[src/rtl/raster_cmd_scheduler.sv]
// Two-requester arbiter, command FIFO and dispatch FSM for the 8x8 rasterizer.
// Define RASTER_SCHED_PRIO_EN for strict req0 priority instead of round-robin.
`timescale 1ns/1ps
module raster_cmd_scheduler #(
  parameter int unsigned FIFO_DEPTH   = 4,
  parameter int unsigned DRAIN_CYCLES = 64,
  parameter int unsigned SYNC_TIMEOUT = 15
) (
  input  logic                          clk,
  input  logic                          rst_n,
  input  logic                          req0_valid,
  input  logic [19:0]                   req0_word,
  output logic                          req0_ready,
  input  logic                          req1_valid,
  input  logic [19:0]                   req1_word,
  output logic                          req1_ready,
  input  logic                          frame_sync,
  output logic                          cmd_ready,
  output logic [1:0]                    out_cmd,
  output logic [2:0]                    out_x1,
  output logic [2:0]                    out_y1,
  output logic [2:0]                    out_x2,
  output logic [2:0]                    out_y2,
  output logic [2:0]                    out_width,
  output logic [2:0]                    out_height,
  output logic                          busy,
  output logic [$clog2(FIFO_DEPTH):0]   fifo_level,
  output logic                          err_timeout,
  output logic [7:0]                    frames_done
);
  localparam int unsigned AW = (FIFO_DEPTH > 1) ? $clog2(FIFO_DEPTH) : 1;
  localparam int unsigned LW = $clog2(FIFO_DEPTH) + 1;
  localparam int unsigned CW = (DRAIN_CYCLES > 1) ? $clog2(DRAIN_CYCLES) : 1;
  localparam int unsigned TW = $clog2(SYNC_TIMEOUT + 1);

  typedef enum logic [1:0] {IDLE, ISSUE, WAIT_SYNC, DRAIN} state_t;

  state_t        state;
  logic [19:0]   mem [FIFO_DEPTH];
  logic [AW-1:0] head, tail;
  logic [LW-1:0] level;
  logic [19:0]   out_word;
  logic [CW-1:0] cnt;
  logic [TW-1:0] timer;
  logic          grant, full, empty, push, pop, drain_end;
  logic [19:0]   push_word;

  assign full  = (level == LW'(FIFO_DEPTH));
  assign empty = (level == '0);

`ifdef RASTER_SCHED_PRIO_EN
  always_comb grant = !req0_valid && req1_valid;
`else
  logic last_grant;

  always_comb begin
    grant = ~last_grant;
    if (req0_valid && !req1_valid)      grant = 1'b0;
    else if (req1_valid && !req0_valid) grant = 1'b1;
  end

  always_ff @(posedge clk or negedge rst_n) begin
    if (!rst_n)    last_grant <= 1'b1;
    else if (push) last_grant <= grant;
  end
`endif

  assign req0_ready = !full && !grant;
  assign req1_ready = !full && grant;
  assign push       = (req0_valid && req0_ready) || (req1_valid && req1_ready);
  assign push_word  = grant ? req1_word : req0_word;
  assign drain_end  = (state == DRAIN) && (cnt == CW'(DRAIN_CYCLES - 1));
  assign pop        = !empty && ((state == IDLE) || drain_end);

  always_ff @(posedge clk) begin
    if (push) mem[tail] <= push_word;
  end

  always_ff @(posedge clk or negedge rst_n) begin
    if (!rst_n) begin
      head  <= '0;
      tail  <= '0;
      level <= '0;
    end else begin
      if (push) tail <= tail + AW'(1);
      if (pop)  head <= head + AW'(1);
      if (push && !pop)      level <= level + LW'(1);
      else if (pop && !push) level <= level - LW'(1);
    end
  end

  always_ff @(posedge clk or negedge rst_n) begin
    if (!rst_n) begin
      state       <= IDLE;
      cmd_ready   <= 1'b0;
      out_word    <= '0;
      cnt         <= '0;
      timer       <= '0;
      err_timeout <= 1'b0;
      frames_done <= '0;
    end else begin
      cmd_ready <= 1'b0;
      case (state)
        IDLE: begin
          if (pop) begin
            state     <= ISSUE;
            cmd_ready <= 1'b1;
            out_word  <= mem[head];
          end
        end
        ISSUE: begin
          state <= WAIT_SYNC;
          timer <= '0;
        end
        WAIT_SYNC: begin
          // Timeout compares against SYNC_TIMEOUT-1 so the abort lands on the same edge the counter would reach SYNC_TIMEOUT.
          if (frame_sync) begin
            state <= DRAIN;
            cnt   <= '0;
          end else if (timer == TW'(SYNC_TIMEOUT - 1)) begin
            err_timeout <= 1'b1;
            state       <= IDLE;
          end else begin
            timer <= timer + TW'(1);
          end
        end
        DRAIN: begin
          cnt <= cnt + CW'(1);
          if (drain_end) begin
            frames_done <= frames_done + 8'd1;
            if (pop) begin
              state     <= ISSUE;
              cmd_ready <= 1'b1;
              out_word  <= mem[head];
            end else begin
              state <= IDLE;
            end
          end
        end
        default: state <= IDLE;
      endcase
    end
  end

  assign busy       = (state != IDLE);
  assign fifo_level = level;
  assign out_cmd    = out_word[19:18];
  assign out_x1     = out_word[17:15];
  assign out_y1     = out_word[14:12];
  assign out_x2     = out_word[11:9];
  assign out_y2     = out_word[8:6];
  assign out_width  = out_word[5:3];
  assign out_height = out_word[2:0];
endmodule

[config.mk]
export PLATFORM = sky130hd
export DESIGN_NAME = raster_cmd_scheduler
export DESIGN_NICKNAME = d
export VERILOG_FILES = /design/src/rtl/raster_cmd_scheduler.sv
export SDC_FILE = /design/constraint.sdc
export NUM_CORES = 1
export LEC_CHECK = 0
export ABC_CLOCK_PERIOD_IN_PS = 2750
export BUFFER_PORTS_ARGS = -buffer_cell sky130_fd_sc_hd__buf_2
export CAP_MARGIN = 20
export CORE_ASPECT_RATIO = 1.75
export CORE_MARGIN = 2
export CORE_UTILIZATION = 50
export CTS_CLUSTER_DIAMETER = 30
export DETAILED_ROUTE_END_ITERATION = 10
export PLACE_DENSITY_LB_ADDON = 0.05
export SKIP_LAST_GASP = 1
export SLEW_MARGIN = 20
export SYNTH_ARGS = -nofsm -noshare
export SYNTH_HDL_FRONTEND = slang
export SYNTH_SLANG_ARGS = --single-unit
[constraint.sdc]
create_clock -name clk -period 2.75 [get_ports clk]
set_input_delay 0.55 -clock clk [delete_from_list [all_inputs] [get_ports clk]]
set_output_delay 0.55 -clock clk [all_outputs]
set_load 0.005 [all_outputs]
======== Word level (Yosys, flattened, before mapping) ========
Memory sizes are Yosys's and may differ from the RTL's.
Index checks and enable logic that the tools add are counted.
operators by class
  add/subtract/negate cells ............... 7
  eq/ne operators ......................... 12
  mux-type cells .......................... 24
  bitwise gates (word level) .............. 2
  reductions and logical operators ........ 32
operators by type and width
  operator             count
  $mux 20              3
  $pmux 20 s2          1
  $pmux 6 s2           1
  $logic_and 1x1->1    10
  $ne 2x2->1 const B   5
  $reduce_bool 2->1    5
  $reduce_and 3->1     3
  $add 8x1->8 const B  1
  $mux 2               4
  $mux 4               2
  $pmux 2 s4           1
  $pmux 4 s2           1
  $logic_not 1->1      7
  $mux 1               7
  $add 6x1->6 const B  1
  $eq 6x6->1 const B   1
  $mux 3               2
  $mux 6               1
  $reduce_and 2->1     3
  $add 2x1->2 const B  2
  $add 4x1->4 const B  1
  $eq 2x2->1 const B   2
  $eq 4x4->1 const B   1
  $add 3x1->3 const B  1
  9 further kinds      11
storage, ports and cells
  register bits ........................... 50
  bits in writable memories ............... 80
  output and inout port bits .............. 36
  memories ................................ 1
memories
  memory  words  bits a word  read ports  clocked after Yosys merged registers in  wr ports  RTL line  RTL
  mem     4      20           1           0                                        1         39        logic [19:0] mem [FIFO_DEPTH];

======== Logic depth before layout (Yosys ltp) ========
  depth after elaboration ................. 12
  depth in mapped cells ................... 10
  gate-level depth less buffers ........... 10

======== Worst setup path after synthesis ========
OpenSTA, ideal clock, no wires.
  kind .................................... flip-flop to flip-flop
  start ................................... register state[0]
  end ..................................... register level[2] (netlist: fifo_level[2])
  setup time .............................. 79 ps
  arrival ................................. 2149 ps
  path slack .............................. 522 ps
  cell stages (with the launch flop) ...... 11
  buffers on the path ..................... 0
  cells stage by stage .................... dfrtp_1 -> ha_1 -> nand2_1 -> nor3_2 -> o21ai_0 -> ha_1 -> inv_1 -> fa_1 -> xor2_1 -> nor2_1 -> xor2_1
between the ends
  word-level cells in the longest chain between the ends .. 7
  elaborated cells on any way between the ends .. 10
  classes of those cells .................. eq/ne: 1; mux: 1; reduce/logical: 8
ends and longest elaborated chain
  element                                      RTL line  RTL
  start: declaration                           38        state_t state;
  start signal: assignment                     94        state <= IDLE;
  start signal: assignment                     106       state <= ISSUE;
  start signal: assignment                     112       state <= WAIT_SYNC;
  $eq 2x2->1                                   72        assign drain_end = (state == DRAIN) && (cnt == CW'(DRAIN_CYCLES - 1));
  $logic_and 1x1->1                            72
  $logic_or 1x1->1 *                           73        assign pop = !empty && ((state == IDLE) || drain_end);
  $logic_and 1x1->1 *                          73
  $logic_not 1->1                              87        if (push && !pop) level <= level + LW'(1);
  $logic_and 1x1->1                            87
  $mux 3 or $reduce_bool 2->1 (tied branches)  n/a
  end signal: assignment                       87
  end signal: assignment                       88        else if (pop && !push) level <= level - LW'(1);
  end: declaration                             41        logic [LW-1:0] level;
Every way passes the cells marked *; elsewhere a longest branch is shown, timed or not.
A chain may end at the register's enable or synchronous reset.

======== Worst setup path in the final report ========
  start ................................... register cnt[0]
  end ..................................... register level[2] (netlist: fifo_level[2])
between the ends
  word-level cells in the longest chain between the ends .. 7
  elaborated cells on any way between the ends .. 9
  classes of those cells .................. eq/ne: 1; mux: 1; reduce/logical: 7
ends and longest elaborated chain
  element                                      RTL line  RTL
  start: declaration                           43        logic [CW-1:0] cnt;
  start signal: assignment                     128       cnt <= cnt + CW'(1);
  $eq 6x6->1 *                                 72
  $logic_and 1x1->1 *                          72
  $logic_or 1x1->1 *                           73
  $logic_and 1x1->1 *                          73
  $logic_not 1->1                              87
  $logic_and 1x1->1                            87
  $mux 3 or $reduce_bool 2->1 (tied branches)  n/a
Marks and branches as above.

==> metrics.md <==
| Metric | Value |
|---|---|
| Run status | finished clean |
| Total detailed-routing wirelength | 10.66 mm |
| Post-detailed-placement half-perimeter wirelength | 7.054 mm |
| Synthesized Nets | 392 |
| Post-synthesis async set-or-reset flop share | 0.3846 |
| Sequential element share of the synthesized area | 0.6557 |
| Capture instance of the worst register-to-register path | fifo_level[2] |
| Clk slew on worst S/H paths | 60 ps |
| Met2 GRT Util | 0.3448 |
| Total cell area at the placement stage | 0.006195 sq mm |
| Comb power frac | 0.318 |
| Setup TNS after final layout | 0 ps |
| Global-route total usage across every layer | 0.1902 |
| P_leak | 2.735 nW |
| Vias/cell | 5.487 |
| Clock buffer depth | 2 |
| CTS Sinks | 130 |
| Cell at the root of the clock tree | sky130_fd_sc_hd__clkbuf_16 |
| Cell with the largest stage delay on the worst path | sky130_fd_sc_hd__dfrtp_1 |
| Headroom to the max-slew limit | 0.5125 |
| Portion of total power attributed to the clock network | 0.274 |
| Register bit count reported by yosys | 130 |
| Final non-filler cell total | 581 |
| Worst-case hold slack | 201.5 ps |
| Reg power frac | 0.408 |
| Highest fanout seen on the critical path | 4 |
| Floorplan die width | 83.82 um |
| Net switching component of the power | 2.338 mW |
| Class of the worst hold path | input pin to async pin |
| Die footprint | 0.01204 sq mm |
| Number of antenna violations at the first check in global routing | 0 |
| # diodes | 0 |
| Cell-by-cell listing of the critical path | ha_1 > nand2_1 > nor3_2 > o21ai_0 > ha_1 > inv_1 > fa_1 > xor2_1 > nor2_1 > xor2_1 |
| Data required time of the critical path | 3080 ps |
| Post-Place Setup Slack | 318.5 ps |
| Routed length per instance | 18.34 um |
| Most used cells in the layout excluding fill and tap cells | sky130_fd_sc_hd__buf_2 (80), sky130_fd_sc_hd__edfxtp_1 (80), sky130_fd_sc_hd__dfrtp_1 (49) |
| Timing startpoint of the critical path | cnt[0] |
| Power per cell area | 1134 mW/mm^2 |
| Tmin final | 2425 ps |
| Number of nets in the finished design | 496 |
| Worst reg2reg path startpoint | cnt[0] |
| Global-route wire length before repair | 17.11 mm |
| DRT Pass-1 Iters | 6 |
| Count of buffering cells on the critical path with inverters included | 1 |
| Number of fillers in the final layout | 834 |
| Actual transition at the worst max-transition pin | 731.2 ps |
| Area of the mapped netlist | 0.005574 sq mm |
| Placeable core area | 0.01098 sq mm |
| Post-Layout Inst Area | 0.006758 sq mm |
| Setup WS post-layout | 325.5 ps |
| Number of port buffers | 80 |
| TritonCTS clock tree | yes |
| Cts bufs inserted | 17 |
| Via Count | 3188 |
| Worst Skew | 10.84 ps |
| Starting utilization of the core area | 0.5079 |
| Mean area per synthesized cell | 16.79 sq um |
| Row count | 51 |
| Height of the die | 143.7 um |
| Number of endpoints failing setup at the final stage | 0 |
| Setup slack on the worst flop-to-flop path | 330 ps |
| Switching Fraction | 0.3049 |
| Final number of max-transition violations | 0 |
| Cell Int Power | 5.328 mW |
| Sort of element at the end of the critical path | flip-flop |
| Number of setup buffers added after CTS | 0 |
| Final worst-path cycle share | 0.8816 |
| Largest delay share family, worst path | adder cells |
| Path depth of the worst reg2reg path | 10 |
| Post-synth top flop | sky130_fd_sc_hd__edfxtp_1 |
| RSZ-0062 raised after global routing | false |
| Number of standard cells after synthesis | 332 |
| Nature of the critical path startpoint | flip-flop |
| Maximum number of pins on one net before global-route repair | 30 |
| Arrival time of data at the critical path endpoint | 2750 ps |
| Number of top-level pins | 81 |
| Placed instance count | 549 |
| Insertion delay to the later sink of the worst-skew pair | 410 ps |
| Number of hold buffers added after CTS | 0 |
| EDFF count, synth | 80 |
| Congestion Overflow GR | 0 |
| Met1 layer usage reported by global route | 0.2129 |
| Setup Crit Path Kind | flip-flop to flip-flop |
| Number of hold-slack violations in the final timing report | 0 |
| Synthesis-to-finish area growth | 21.23% |
| Number of routed nets with antenna violations | 0 |
| Fraction of final layout cells with drive strength greater than 1 | 0.4321 |
| Count of cell types in the netlist | 41 |
| Number of DRC markers after the initial detailed-route iteration | 108 |
| Number of maximum-capacitance violations | 0 |
| Total number of H-tree levels | 4 |
| Resized Gates After CTS | 0 |
| Global routing's busiest layer | met2 |
| Logic depth of the worst setup path including buffers | 10 |
| Max Clock Freq | 412.5 MHz |
| Global Route met3 Usage | 0.04882 |
| Final weighted congestion of routability-driven global placement | 0.8338 |
| Slowest cell delay on critical path | 430 ps |
| IR Drop Worst-Case VDD | 0.6595 mV |
| Drc violations | 0 |
| Number of global-route vias before repair | 3435 |
| Number of synthesis warnings | 0 |
power groups by stage:
stage                     clock, mW  sequential (mW)  combinational [mW]
after floorplan                   0             3.13                1.69
after global placement            0             3.13                2.44
after detailed placement          0             3.17                2.50
after CTS                      2.15             3.13                2.51
after global routing           2.23             3.21                2.68
final                          2.10             3.12                2.44
stage by stage:
stage	util	power, mW
after detailed placement	0.5644	5.662
after global routing	0.6157	8.118
after CTS	0.6157	7.787
final	0.6157	7.666
after global placement	0.5644	5.569
after floorplan	-	4.820
how the worst max path moves through the flow:
stage / to / slack, ps
after floorplan: fifo_level[2] / 520
after global placement: fifo_level[2] / 390
after detailed placement: fifo_level[2] / 320
after CTS: fifo_level[2] / 300
after global routing: fifo_level[2] / 190
final: fifo_level[2] / 330
sequential cells by signal, summed over array words and instances (netlist names):
signal and cells:
timer 4, mem 80, out_word 20, fifo_level 3, cnt 6, err_timeout 1
tail 2, state 2, cmd_ready 1, head 2, frames_done 8, last_grant 1
per-layer routing:
metal | part of all wire | wire length, um
met1 | 0.38 | 4091
met2 | 0.56 | 5975
met3 | 0.038 | 400
met4 | 0.018 | 187
met5 | 0 | 0
final cells by class:
type / count / area (sq um) / area share
clock buffer: 18 / 429.2 / 0.06351
clock inverter: 14 / 133.9 / 0.01981
inverter: 10 / 37.54 / 0.005555
multi-input combinational: 179 / 1802 / 0.2666
sequential: 130 / 3655 / 0.5408
tap: 132 / 165.2 / 0.02444
timing repair buffer: 98 / 535.5 / 0.07924
kinds of logic after synthesis:
group,synth area share
DFF,0.6557
muxes,0.1746
and+or+nand+nor,0.05006
AOI/OAI and AO/OA,0.03457
buffers and inverters,0.02177
xor gates and xnor gates,0.02828
adders and majority gates,0.03502
Yosys cell counts, types with 2 or more instances:
cell type	number	area [sq um]
sky130_fd_sc_hd__buf_6	4	45.04
sky130_fd_sc_hd__nand2b_1	3	18.77
sky130_fd_sc_hd__a21oi_1	5	25.02
sky130_fd_sc_hd__mux4_2	15	337.8
sky130_fd_sc_hd__buf_2	4	20.02
sky130_fd_sc_hd__o211ai_1	2	15.01
sky130_fd_sc_hd__a31oi_1	3	18.77
sky130_fd_sc_hd__and2_1	5	31.28
sky130_fd_sc_hd__mux2_2	43	484.2
sky130_fd_sc_hd__clkbuf_1	5	18.77
sky130_fd_sc_hd__nand4_1	5	31.28
sky130_fd_sc_hd__dfrtp_1	49	1226
sky130_fd_sc_hd__and3_1	3	18.77
sky130_fd_sc_hd__ha_1	14	175.2
sky130_fd_sc_hd__inv_1	10	37.54
sky130_fd_sc_hd__xor2_1	5	43.79
sky130_fd_sc_hd__nor2b_1	3	18.77
sky130_fd_sc_hd__nor2_1	11	41.29
sky130_fd_sc_hd__mux4_1	5	131.4
sky130_fd_sc_hd__mux2i_1	2	20.02
sky130_fd_sc_hd__nand3_1	8	40.04
sky130_fd_sc_hd__xnor2_1	13	113.9
sky130_fd_sc_hd__nand2_1	10	37.54
sky130_fd_sc_hd__o21ai_0	9	45.04
sky130_fd_sc_hd__edfxtp_1	80	2402
Power figures use the tool's default switching activity.
